--- src/rtl/pipe_stage_skid_reg.sv ---
// Inter-stage pipeline register with a valid/ready handshake and a 2-entry skid buffer.
// Both ready and valid are decoded from registered state, so no combinational ready path exists.
module pipe_stage_skid_reg #(
  parameter int unsigned CTRL_W = 4,
  parameter int unsigned DATA_W = 101
) (
  input  logic              Clk,
  input  logic              Reset,
  input  logic              Flush,
  input  logic              In_Valid,
  output logic              In_Ready,
  input  logic [CTRL_W-1:0] In_Ctrl,
  input  logic [DATA_W-1:0] In_Data,
  output logic              Out_Valid,
  input  logic              Out_Ready,
  output logic [CTRL_W-1:0] Out_Ctrl,
  output logic [DATA_W-1:0] Out_Data,
  output logic [1:0]        Occupancy
);

  typedef enum logic [1:0] {
    StEmpty = 2'd0,
    StOne   = 2'd1,
    StFull  = 2'd2
  } state_e;

  state_e state_q, state_d;

  logic [CTRL_W-1:0] main_ctrl_q, skid_ctrl_q;
  logic [DATA_W-1:0] main_data_q, skid_data_q;

  logic in_fire, out_fire;
  logic load_main, main_from_skid, load_skid;

  always_comb begin
    Out_Valid = 1'b0;
    In_Ready  = 1'b1;
    Occupancy = 2'd0;
    unique case (state_q)
      StEmpty: begin
        Out_Valid = 1'b0;
        In_Ready  = 1'b1;
        Occupancy = 2'd0;
      end
      StOne: begin
        Out_Valid = 1'b1;
        In_Ready  = 1'b1;
        Occupancy = 2'd1;
      end
      StFull: begin
        Out_Valid = 1'b1;
        In_Ready  = 1'b0;
        Occupancy = 2'd2;
      end
      default: begin
        Out_Valid = 1'b0;
        In_Ready  = 1'b1;
        Occupancy = 2'd0;
      end
    endcase
  end

  assign in_fire  = In_Valid & In_Ready;
  assign out_fire = Out_Valid & Out_Ready;

  // Bubbles always present an all-zero control bundle.
  assign Out_Ctrl = Out_Valid ? main_ctrl_q : '0;
  assign Out_Data = main_data_q;

  always_comb begin
    state_d        = state_q;
    load_main      = 1'b0;
    main_from_skid = 1'b0;
    load_skid      = 1'b0;
    if (Flush) begin
      // A simultaneous accept is dropped; a simultaneous consume is simply gone.
      state_d = StEmpty;
    end else begin
      unique case (state_q)
        StEmpty: begin
          if (in_fire) begin
            state_d   = StOne;
            load_main = 1'b1;
          end
        end
        StOne: begin
          if (in_fire && out_fire) begin
            load_main = 1'b1;
          end else if (in_fire) begin
            state_d   = StFull;
            load_skid = 1'b1;
          end else if (out_fire) begin
            state_d = StEmpty;
          end
        end
        StFull: begin
          if (out_fire) begin
            state_d        = StOne;
            load_main      = 1'b1;
            main_from_skid = 1'b1;
          end
        end
        default: state_d = StEmpty;
      endcase
    end
  end

  always_ff @(posedge Clk or negedge Reset) begin
    if (!Reset) begin
      state_q     <= StEmpty;
      main_ctrl_q <= '0;
      main_data_q <= '0;
      skid_ctrl_q <= '0;
      skid_data_q <= '0;
    end else begin
      state_q <= state_d;
      if (load_main) begin
        main_ctrl_q <= main_from_skid ? skid_ctrl_q : In_Ctrl;
        main_data_q <= main_from_skid ? skid_data_q : In_Data;
      end
      if (load_skid) begin
        skid_ctrl_q <= In_Ctrl;
        skid_data_q <= In_Data;
      end
    end
  end

endmodule

--- config.mk ---
export PLATFORM = sky130hd
export DESIGN_NAME = pipe_stage_skid_reg
export DESIGN_NICKNAME = d
export VERILOG_FILES = /design/src/rtl/pipe_stage_skid_reg.sv
export SDC_FILE = /design/constraint.sdc
export NUM_CORES = 1
export LEC_CHECK = 0
export BUFFER_PORTS_ARGS = -buffer_cell sky130_fd_sc_hd__buf_2
export CORE_MARGIN = 3
export CORE_UTILIZATION = 40
export CTS_BUF_LIST = sky130_fd_sc_hd__clkbuf_16
export DETAILED_ROUTE_END_ITERATION = 7
export GPL_ROUTABILITY_DRIVEN = 0
export GPL_TIMING_DRIVEN = 0
export PLACE_DENSITY = 0.74
export SYNTH_ARGS = -nofsm -noshare
export SYNTH_HDL_FRONTEND = slang
export SYNTH_SLANG_ARGS = --single-unit
export TNS_END_PERCENT = 1
--- constraint.sdc ---
create_clock -name Clk -period 2.1 [get_ports Clk]
set_clock_uncertainty 0.2 [all_clocks]
set_input_delay 0.315 -clock Clk [delete_from_list [all_inputs] [get_ports Clk]]
set_output_delay 0.315 -clock Clk [all_outputs]
set_load 0.02 [all_outputs]
==> metrics.txt, run 1 <==
status finished with violations; failing checks negative setup slack; post-DP HPWL around 15,000 microns; Pwr per Cell Area about 1400 nW/um^2; arrival time at the worst endpoint roughly 2500 ps; Avg Inst Size Synth approximately 13 sq um; worst slew pin tran 827 ps; WL final ~24,000 microns; post-route antenna net violation count 0; final cell count without fillers roughly 1.4k; Crit Path Max Fanout 7; worst min path class in2reg; setup ws final -116 ps; Yosys Warn Count 0; vias per cell between 4 and 5; Mapped Cells 710; Max Cap Viol 0; sequential share of the synthesized area 0.594; Die X approximately 160 microns; Slew Limit Fails 0; Inst Count DP around 1.2k; type of origin of the critical path register; WL per Instance approximately 18 microns; final worst-path cycle share 1.06; Leakage 0.00646 uW; NumNets Final around 1.2k; via count approximately 6.9k; area of the multi-input gates about 3600 sq um; Area Overhead vs Synth 45.5%; Core Footprint 21,900 sq um; syn_nets ~820; final worst path period need around 2200 ps; Initial DRT Pass Iterations 4; GR Util All Layers 0.191; Post-Syn Area around 8900 sq um; CTS Root Cell clkbuf_16; setup TNS -8400 ps; Worst Path Required about 2300 ps; DR iter-0 viols 269; Final Hold Fails 0; I/O Buffers 218; grt ovf 0; # IOs around 220; RSZ-0062 raised after global routing true; worst skew pair latency around 510 ps; Layout Utilization 0.593; vias in the first global route ~7.1k; H-tree levels 1; die height roughly 160 microns; FF/Latch Area approximately 5300 sq um; layout cell share with drive strength beyond 1 0.443; Max rail drop VDD ~0.7 mV; full die area between 20,000 and 25,000 sq um; Rel. slew slack 0.448; Clk pin slew, worst setup/hold paths approximately 60 ps; Worst Setup Path Type reg2reg; CP endpoint kind register; CTS buffer count 24; initial antenna violation count 1; Synth cell types 22; largest net degree at the start of global routing between 100 and 150; DRC viols 0; synthesized flop and latch total ~210; Filler Cells Inserted roughly 1.8k; endpoints failing setup 110; Initial Utilization 0.408; Highest Clock Rate between 400 and 500 MHz; Core Rows 54; total clock sinks about 210; CTS tree yes; CTS max path bufs 3; first-pass GRT wire length 37,400 microns
[metal layers]
layer	vias up	part of all wire	GRT usage
li1	3225	-	-
met3	53	0.051	0.0398
met5	-	0	0
met2	177	0.50	0.335
met4	0	0.031	0.0550
met1	3408	0.42	0.239
[report_power, final]
group / internal (uW) / switching, uW
Sequential: 6080 / 1060
Combinational: 3170 / 3590
Clock: 2090 / 1680
[synth_stat cells]
cell / instances / area share
or2_1: 1 / 0.00070
a21oi_1: 107 / 0.060
a222oi_1: 1 / 0.0011
and2_1: 4 / 0.0028
nand2b_1: 1 / 0.00070
nand4_1: 1 / 0.00070
a311oi_2: 1 / 0.0017
buf_2: 45 / 0.025
inv_1: 4 / 0.0017
a31o_1: 1 / 0.00098
buf_6: 1 / 0.0013
buf_4: 1 / 0.00084
mux2i_1: 106 / 0.12
ha_1: 4 / 0.0056
nor2_1: 108 / 0.045
mux2_2: 105 / 0.13
nand3_1: 2 / 0.0011
nand2_1: 1 / 0.00042
nand3b_1: 2 / 0.0017
mux2_1: 1 / 0.0013
dfrtp_1: 212 / 0.59
nor2b_2: 1 / 0.00098
[what timing repair did]
action	4_1_cts	5_1_grt
hold buffers	106	0
setup buffers	8	2
pin swaps	3	5
setup endpoints to repair	216	211
endpoints found under the hold margin	314	0
cloned	2	6
resized for setup	95	71
[layout make-up]
cell class / count / area share
timing repair buffer: 343 / 0.192
buffer: 45 / 0.0392
multi-input combinational: 447 / 0.277
antenna: 1 / 0.000193
inverter: 4 / 0.00135
clock inverter: 20 / 0.00838
clock buffer: 24 / 0.0462
sequential: 212 / 0.409
tap: 280 / 0.0270
[through the flow]
stage | worst slack (ps) | total power (uW) | cell area, sq um | hold WS (ps)
after floorplan | -67.7 | 10800 | 8950 | -181
after global placement | -3210 | 12600 | 10400 | 285
after detailed placement | -588 | 12900 | 10400 | 237
after CTS | -56.0 | 17300 | 12600 | 5.55
after global routing | -184 | 18700 | 13000 | 34.4
final | -116 | 17700 | 13000 | 13.9
[sequential cells by signal, indices dropped and copies added, names as in the netlist]
name	count
Out_Data	101
skid_data_q	101
main_ctrl_q	4
skid_ctrl_q	4
state_q	2
[cell usage in the layout, fill, tap and decap left out, types with 2 or more instances in the layout]
cell type and count:
nor2_2 19, buf_12 6, buf_2 218, mux2i_1 105, clkbuf_16 30, dfrtp_1 211
clkinv_2 7, buf_8 9, ha_4 3, nor2_1 86, inv_1 6, buf_6 27
buf_4 14, nor2_4 3, nand3b_1 2, clkinv_1 5, and2_4 4, dlygate4sd3_1 106
mux2_2 105, a21oi_1 81, clkinvlp_4 2, a21oi_2 26
[final timing paths]
kind | slack, ps | from | end | depth (start not counted)
setup / recovery | -120 | state_q[1] | Out_Data[13] | 9
hold / removal | 10 | Flush | state_q[1] | 3
setup reg to reg | -120 | state_q[1] | Out_Data[13] | 9
hold reg to reg | 300 | skid_data_q[30] | skid_data_q[30] | 1
max in group asynchronous | 470 | Reset | skid_data_q[15] | 3
min in group asynchronous | 230 | Reset | Out_Data[58] | 2
[worst max-delay path, stage by stage, from the launching register on]
cell       delay, ps
dfrtp_2          420
inv_4             60
ha_4             320
nand4_1          130
a311oi_4         360
buf_6            180
buf_12           160
clkbuf_16        180
nor2_2            30
a21oi_1          100
[kinds of logic (layout without fill, tap and decap cells)]
kind of cell               count (synthesis)  after routing  synth area share
AOI/OAI and AO/OA                        110            110            0.0638
DFF                                      212            212             0.594
muxes                                    212            212             0.253
other                                      0              1                 0
adders and majority gates                  4              4           0.00561
buffers and inverters                     51            436            0.0290
and+or+nand+nor                          121            121            0.0545
Note: power is estimated with default switching activity, not from simulation.
==> run 2: changes to the inputs <==
--- a/config.mk
+++ b/config.mk
@@ -12,7 +12,7 @@
 export DETAILED_ROUTE_END_ITERATION = 7
 export GPL_ROUTABILITY_DRIVEN = 0
 export GPL_TIMING_DRIVEN = 0
-export PLACE_DENSITY = 0.74
+export PLACE_DENSITY = 0.72
 export SYNTH_ARGS = -nofsm -noshare
 export SYNTH_HDL_FRONTEND = slang
 export SYNTH_SLANG_ARGS = --single-unit
==> constraint.sdc (replaced) <==
create_clock -name Clk -period 2.8 [get_ports Clk]
set_clock_uncertainty 0.2 [all_clocks]
set_input_delay 0.42 -clock Clk [delete_from_list [all_inputs] [get_ports Clk]]
set_output_delay 0.42 -clock Clk [all_outputs]
set_load 0.02 [all_outputs]
==> run 2 against run 1 <==
  * The flow now finishes without violations
  * Register-to-register slack better by 370 ps
  * Worst setup slack better by 370 ps
  * Sequential share of layout area increased by 2.7 points
  * Final cell count down 1.1%
  * Non-clock buffer count down 16
  * Global-route usage fell by 0.66 points
  * Via count fell by 2.2%
  * Clock power shrank 26%
  * Flip-flop and latch count stayed put
  * Fmax down 13%
  * Highest routed layer unchanged
==> metrics.txt, run 2 (synthesized netlist as in run 1, its figures left out) <==
status complete, no violations (was finished with violations); Core Rows 54 (unchanged); Pwr per Cell Area 1020 nW/um^2 (was 1360 nW/um^2); CTS tree yes (unchanged); Die X 155 microns (unchanged); Area Overhead vs Synth 36.4% (was 45.5%); endpoints failing setup 0 (was 110); die height 155 microns (unchanged); R2R setup slack 260 ps (was -120 ps); final worst path period need 2540 ps (was 2220 ps); FF-to-FF path depth 8 (was 9); H-tree levels 1 (unchanged); WL final 22,900 microns (was 24,300 microns); Crit Path Max Fanout 10 (was 7); grt ovf 0 (unchanged); post-DP HPWL 14,900 microns (was 15,000 microns); hold depth 3 (unchanged); Slew Limit Fails 0 (unchanged); total clock sinks 212 (unchanged); worst slew pin tran 811 ps (was 827 ps); Area after DPL 10,400 sq um (about the same); first-pass GRT wire length 36,200 microns (was 37,400 microns); Initial Utilization 0.408 (unchanged); NumNets Final 1,175 (was 1,191); # IOs 219 (unchanged); layout cell share with drive strength beyond 1 0.373 (was 0.443); final worst-path cycle share 0.909 (was 1.06); Clk pin slew, worst setup/hold paths 60 ps (about the same); CP endpoint kind register (unchanged); CTS max path bufs 3 (unchanged); type of origin of the critical path register (unchanged); most common cell after layout, fill and taps aside buf_2 (unchanged); DR iter-0 viols 271 (was 269); Final Cell Area 12,200 sq um (was 13,000 sq um); vias in the first global route 6,941 (was 7,102); GR Util All Layers 0.184 (was 0.191); worst hold start Flush (unchanged); Rel. slew slack 0.460 (was 0.448); Hold EP state_q[1] (unchanged); RSZ-0062 raised after global routing false (was true); DRC viols 0 (unchanged); Final Hold Fails 0 (unchanged); Leakage 0.00622 uW (was 0.00646 uW); post-route antenna net violation count 0 (unchanged); Initial DRT Pass Iterations 6 (was 4); via count 6,712 (was 6,863); CTS Root Cell clkbuf_16 (unchanged); setup TNS 0 ps (was -8400 ps); Max Cap Viol 0 (unchanged); CTS buffer count 24 (unchanged); vias per cell 4.93 (was 4.99); commonest non-fill, non-tap cells in the layout 260 x buf_2, 212 x dfrtp_1, 108 x nor2_1 (was 218 x buf_2, 211 x dfrtp_1, 106 x dlygate4sd3_1); worst skew pair latency 510 ps (about the same); Highest Clock Rate 393 MHz (was 451 MHz); worst r2r src state_q[0] (was state_q[1]); worst min path class in2reg (unchanged); WHS 86.4 ps (was 13.9 ps); initial antenna violation count 2 (was 1); largest net degree at the start of global routing 110 (was 109); full die area 24,100 sq um (unchanged); Worst Setup Path Type reg2reg (unchanged); arrival time at the worst endpoint 2730 ps (was 2450 ps); Core Footprint 21,900 sq um (unchanged); I/O Buffers 218 (unchanged); Reg-to-Reg End skid_data_q[95] (was Out_Data[13]); crit path from state_q[0] (was state_q[1]); Max rail drop VDD 0.528 mV (was 0.713 mV); WL per Instance 16.8 microns (was 17.7 microns); Worst Path Required 2990 ps (was 2330 ps)
==> run 2: changes by cell type in the layout (fill, tap and decap cells not counted), moves of 5 or more <==
cell | before | now
buf_12 | 6 | 0
nor2_2 | 19 | 0
clkinv_2 | 7 | 2
nor2_1 | 86 | 108
a21oi_1 | 81 | 107
buf_6 | 27 | 1
clkbuf_16 | 30 | 24
buf_8 | 9 | 1
buf_4 | 14 | 2
buf_2 | 218 | 260
a21oi_2 | 26 | 0
==> run 2: worst max-delay path by stage <==
stage | end | slack, ps | cells after the start
detailed placement | skid_data_q[83] | -70 | 8
global route | Out_Data[39] | 30 | 9
CTS | skid_data_q[82] | 30 | 8
finish | skid_data_q[95] | 260 | 8
floorplan | state_q[0] | 480 | 7
global placement | skid_data_q[97] | -2600 | 1
==> run 2: worst max-delay path: stages, from the launching register on <==
cell,delay [ps]
dfrtp_1,400
inv_1,90
ha_1,300
buf_2,200
a21oi_1,100
nand3_2,190
buf_4,260
buf_2,300
mux2_2,380
==> run 2: power by group <==
group / internal (uW) / switching, uW / leakage, uW
registers: 4560 / 743 / 0.00243
logic: 1870 / 2500 / 0.00342
clock network: 1550 / 1230 / 0.000357
==> run 2: layer usage <==
| layer | GRT usage | vias up | routed length (microns) |
|---|---|---|---|
| li1 | - | 3186 | - |
| met1 | 0.236 | 3321 | 9780 |
| met2 | 0.320 | 165 | 11400 |
| met3 | 0.0376 | 40 | 1190 |
| met4 | 0.0504 | 0 | 579 |
| met5 | 0 | - | 0 |
==> run 2: final cells by class <==
type	count	area, sq um
tap	280	350
sequential	212	5310
clock inverter	20	97.6
multi-input combinational	447	3370
buffer	47	249
timing repair buffer	325	2190
inverter	4	15.0
clock buffer	24	601
fill	1891	9710
antenna	2	5.00
==> run 2: what timing repair did <==
action / 4_1_cts / 5_1_grt
gates resized for setup: 1 / 2
gates cloned: 0 / 0
hold buffers: 106 / 0
buffers inserted: 0 / 0
hold endpoints to repair: 213 / 0
setup endpoints to repair: 50 / 51
==> run 2: stage by stage <==
stage | utilization | cells | setup slack [ps] | power [uW]
floorplan | - | 710 | 477 | 8050
global placement | 0.474 | 1208 | -2600 | 9430
detailed placement | 0.475 | 1209 | -70.2 | 9620
CTS | 0.556 | 1359 | 34.8 | 12600
global route | 0.556 | 1361 | 27.5 | 13200
finish | 0.556 | 1361 | 256 | 12500
==> run 3: changes to the inputs <==
--- a/config.mk
+++ b/config.mk
@@ -7,12 +7,12 @@
 export LEC_CHECK = 0
 export BUFFER_PORTS_ARGS = -buffer_cell sky130_fd_sc_hd__buf_2
 export CORE_MARGIN = 3
-export CORE_UTILIZATION = 40
+export CORE_UTILIZATION = 45
 export CTS_BUF_LIST = sky130_fd_sc_hd__clkbuf_16
 export DETAILED_ROUTE_END_ITERATION = 7
 export GPL_ROUTABILITY_DRIVEN = 0
 export GPL_TIMING_DRIVEN = 0
-export PLACE_DENSITY = 0.72
+export PLACE_DENSITY = 0.78
 export SYNTH_ARGS = -nofsm -noshare
 export SYNTH_HDL_FRONTEND = slang
 export SYNTH_SLANG_ARGS = --single-unit
==> run 3 against run 2 <==
  * Design area grew 0.71%
  * Global-route usage grew 3.1 points
  * First-iteration DRC count shrank 2.6%
  * Critical path depth is the same
  * Largest cell class unchanged
  * Largest power group unchanged
  * Highest routed layer is now met5
==> metrics.txt, run 3 (synthesized netlist as in run 1, its figures left out) <==
status complete, no violations (unchanged); worst skew pair latency 500 ps (was 510 ps); GR Util All Layers 0.215 (was 0.184); Leakage 0.00628 uW (was 0.00622 uW); DR iter-0 viols 264 (was 271); Slew Limit Fails 0 (unchanged); worst hold start Flush (unchanged); total clock sinks 212 (unchanged); CP most frequent cell buf_2 (unchanged); I/O Buffers 218 (unchanged); Area after DPL 10,400 sq um (about the same); type of origin of the critical path register (unchanged); commonest non-fill, non-tap cells in the layout 261 x buf_2, 212 x dfrtp_1, 108 x nor2_1 (was 260 x buf_2, 212 x dfrtp_1, 108 x nor2_1); full die area 21,600 sq um (was 24,100 sq um); Clk pin slew, worst setup/hold paths 60 ps (about the same); initial antenna violation count 3 (was 2); Sw Pwr 4530 uW (was 4470 uW); CTS max path bufs 3 (unchanged); CTS tree yes (unchanged); most common cell after layout, fill and taps aside buf_2 (unchanged); R2R setup slack 250 ps (was 260 ps); worst min path class in2reg (unchanged); Final Cell Area 12,300 sq um (was 12,200 sq um); area of the multi-input gates 3370 sq um (unchanged); worst r2r src state_q[0] (unchanged); arrival time at the worst endpoint 2720 ps (was 2730 ps); postcts setup bufs 0 (unchanged); Core Rows 50 (was 54); H-tree levels 1 (unchanged); Pwr per Cell Area 1060 nW/um^2 (was 1020 nW/um^2); post-route antenna net violation count 0 (unchanged); setup TNS 0 ps (unchanged); Max Cap Viol 0 (unchanged); Crit Path Max Fanout 10 (unchanged); Area Overhead vs Synth 37.4% (was 36.4%); Worst Path Required 2970 ps (was 2990 ps); CP endpoint kind register (unchanged); FF-to-FF path depth 8 (unchanged); first-pass GRT wire length 38,100 microns (was 36,200 microns); part of the power in registers 0.412 (was 0.426); Initial Utilization 0.468 (was 0.408); Rel. slew slack 0.483 (was 0.460); endpoints failing setup 0 (unchanged); via count 6,787 (was 6,712); Initial DRT Pass Iterations 4 (was 6); Final Hold Fails 0 (unchanged); FF/Latch Area 5310 sq um (unchanged); RSZ-0062 raised after global routing false (unchanged); CP max stage delay 390 ps (was 400 ps); Layout Utilization 0.643 (was 0.556); NumNets Final 1,175 (unchanged); WL final 23,600 microns (was 22,900 microns); Clock power frac 0.248 (was 0.223); DRC viols 0 (unchanged); die height 147 microns (was 155 microns); Worst Setup Path Type reg2reg (unchanged); Reg-to-Reg End Out_Data[90] (was skid_data_q[95]); CTS buffer count 24 (unchanged); CP endpoint Out_Data[90] (was skid_data_q[95]); worst slew pin tran 775 ps (was 811 ps); vias in the first global route 7,434 (was 6,941); Core Footprint 19,100 sq um (was 21,900 sq um); layout cell share with drive strength beyond 1 0.379 (was 0.373); slowest CP cell dfrtp_1 (unchanged); final worst-path cycle share 0.912 (was 0.909); Inst Count DP 1,189 (was 1,209); grt ovf 0 (unchanged); CTS Root Cell clkbuf_16 (unchanged); final cell count without fillers 1,340 (was 1,361); Total Power 12,900 uW (was 12,500 uW); # IOs 219 (unchanged); logic gate share of total power 0.340 (was 0.351); Net Sw Frac 0.350 (was 0.359); vias per cell 5.06 (was 4.93); internal power 8420 uW (was 7990 uW); Highest Clock Rate 392 MHz (was 393 MHz); final worst path period need 2550 ps (was 2540 ps); post-DP HPWL 14,700 microns (was 14,900 microns); crit path from state_q[0] (unchanged); Filler Cells Inserted 1,425 (was 1,891); CP cell instances inv_1 > ha_1 > buf_2 > nand4_1 > a311oi_2 > buf_2 > buf_2 > a21oi_1 (was inv_1 > ha_1 > buf_2 > a21oi_1 > nand3_2 > buf_4 > buf_2 > mux2_2); Max rail drop VDD 0.590 mV (was 0.528 mV); Die X 147 microns (was 155 microns); WL per Instance 17.6 microns (was 16.8 microns); largest net degree at the start of global routing 115 (was 110)
[run 3: how the worst min path moves through the flow]
stage | depth (start not counted) | slack (ps) | endpoint
after floorplan | 0 | -80 | Out_Data[0]
after global placement | 1 | 290 | skid_data_q[80]
after detailed placement | 1 | 290 | skid_data_q[60]
after CTS | 3 | 80 | state_q[1]
after global routing | 3 | 110 | state_q[0]
final | 3 | 110 | state_q[1]
[run 3: worst max-delay path, delay by kind of cell (launching register included)]
family | cells | cell delay [ps]
buffers and inverters | 4 | 960
AO/OA/AOI/OAI | 2 | 440
flip-flops | 1 | 390
adder cells (fa/ha/maj) | 1 | 300
AND/OR/NAND/NOR | 1 | 130
[run 3: routing by layer]
| layer | share of wire | global-route usage | routed length (microns) | up-vias |
|---|---|---|---|---|
| met5 | 0.00030 | 0 | 7 | - |
| met4 | 0.020 | 0.0555 | 482 | 2 |
| met3 | 0.058 | 0.0487 | 1380 | 33 |
| met2 | 0.52 | 0.393 | 12200 | 198 |
| met1 | 0.40 | 0.257 | 9490 | 3366 |
| li1 | - | - | - | 3188 |
[run 3: through the flow]
step | hold slack [ps] | setup slack, ps
after floorplan | -75.6 | 477
after global placement | 285 | -2540
after detailed placement | 292 | -3.52
after CTS | 76.6 | 77.5
after global routing | 111 | 18.9
final | 105 | 246
[run 3: power by group through the flow]
stage               Sequential [uW]  Combinational (uW)  Clock (uW)
floorplan                      6080                1960           0
global placement               5260                4150           0
detailed placement             5330                4280           0
CTS                            5300                4420        3290
global route                   5490                4780        3410
finish                         5340                4400        3210
[run 3: layout make-up]
class | count | area share
sequential | 212 | 0.433
multi-input combinational | 447 | 0.274
timing repair buffer | 325 | 0.179
clock buffer | 25 | 0.0510
tap | 260 | 0.0265
buffer | 47 | 0.0201
clock inverter | 18 | 0.0152
inverter | 4 | 0.00122
antenna | 2 | 0.000408
[run 3: repair_timing]
item,4_1_cts,5_1_grt
hold endpoints to repair,203,0
hold buffers,106,0
cloned,0,0
gates resized for setup,1,1
endpoints found under the setup margin,27,16
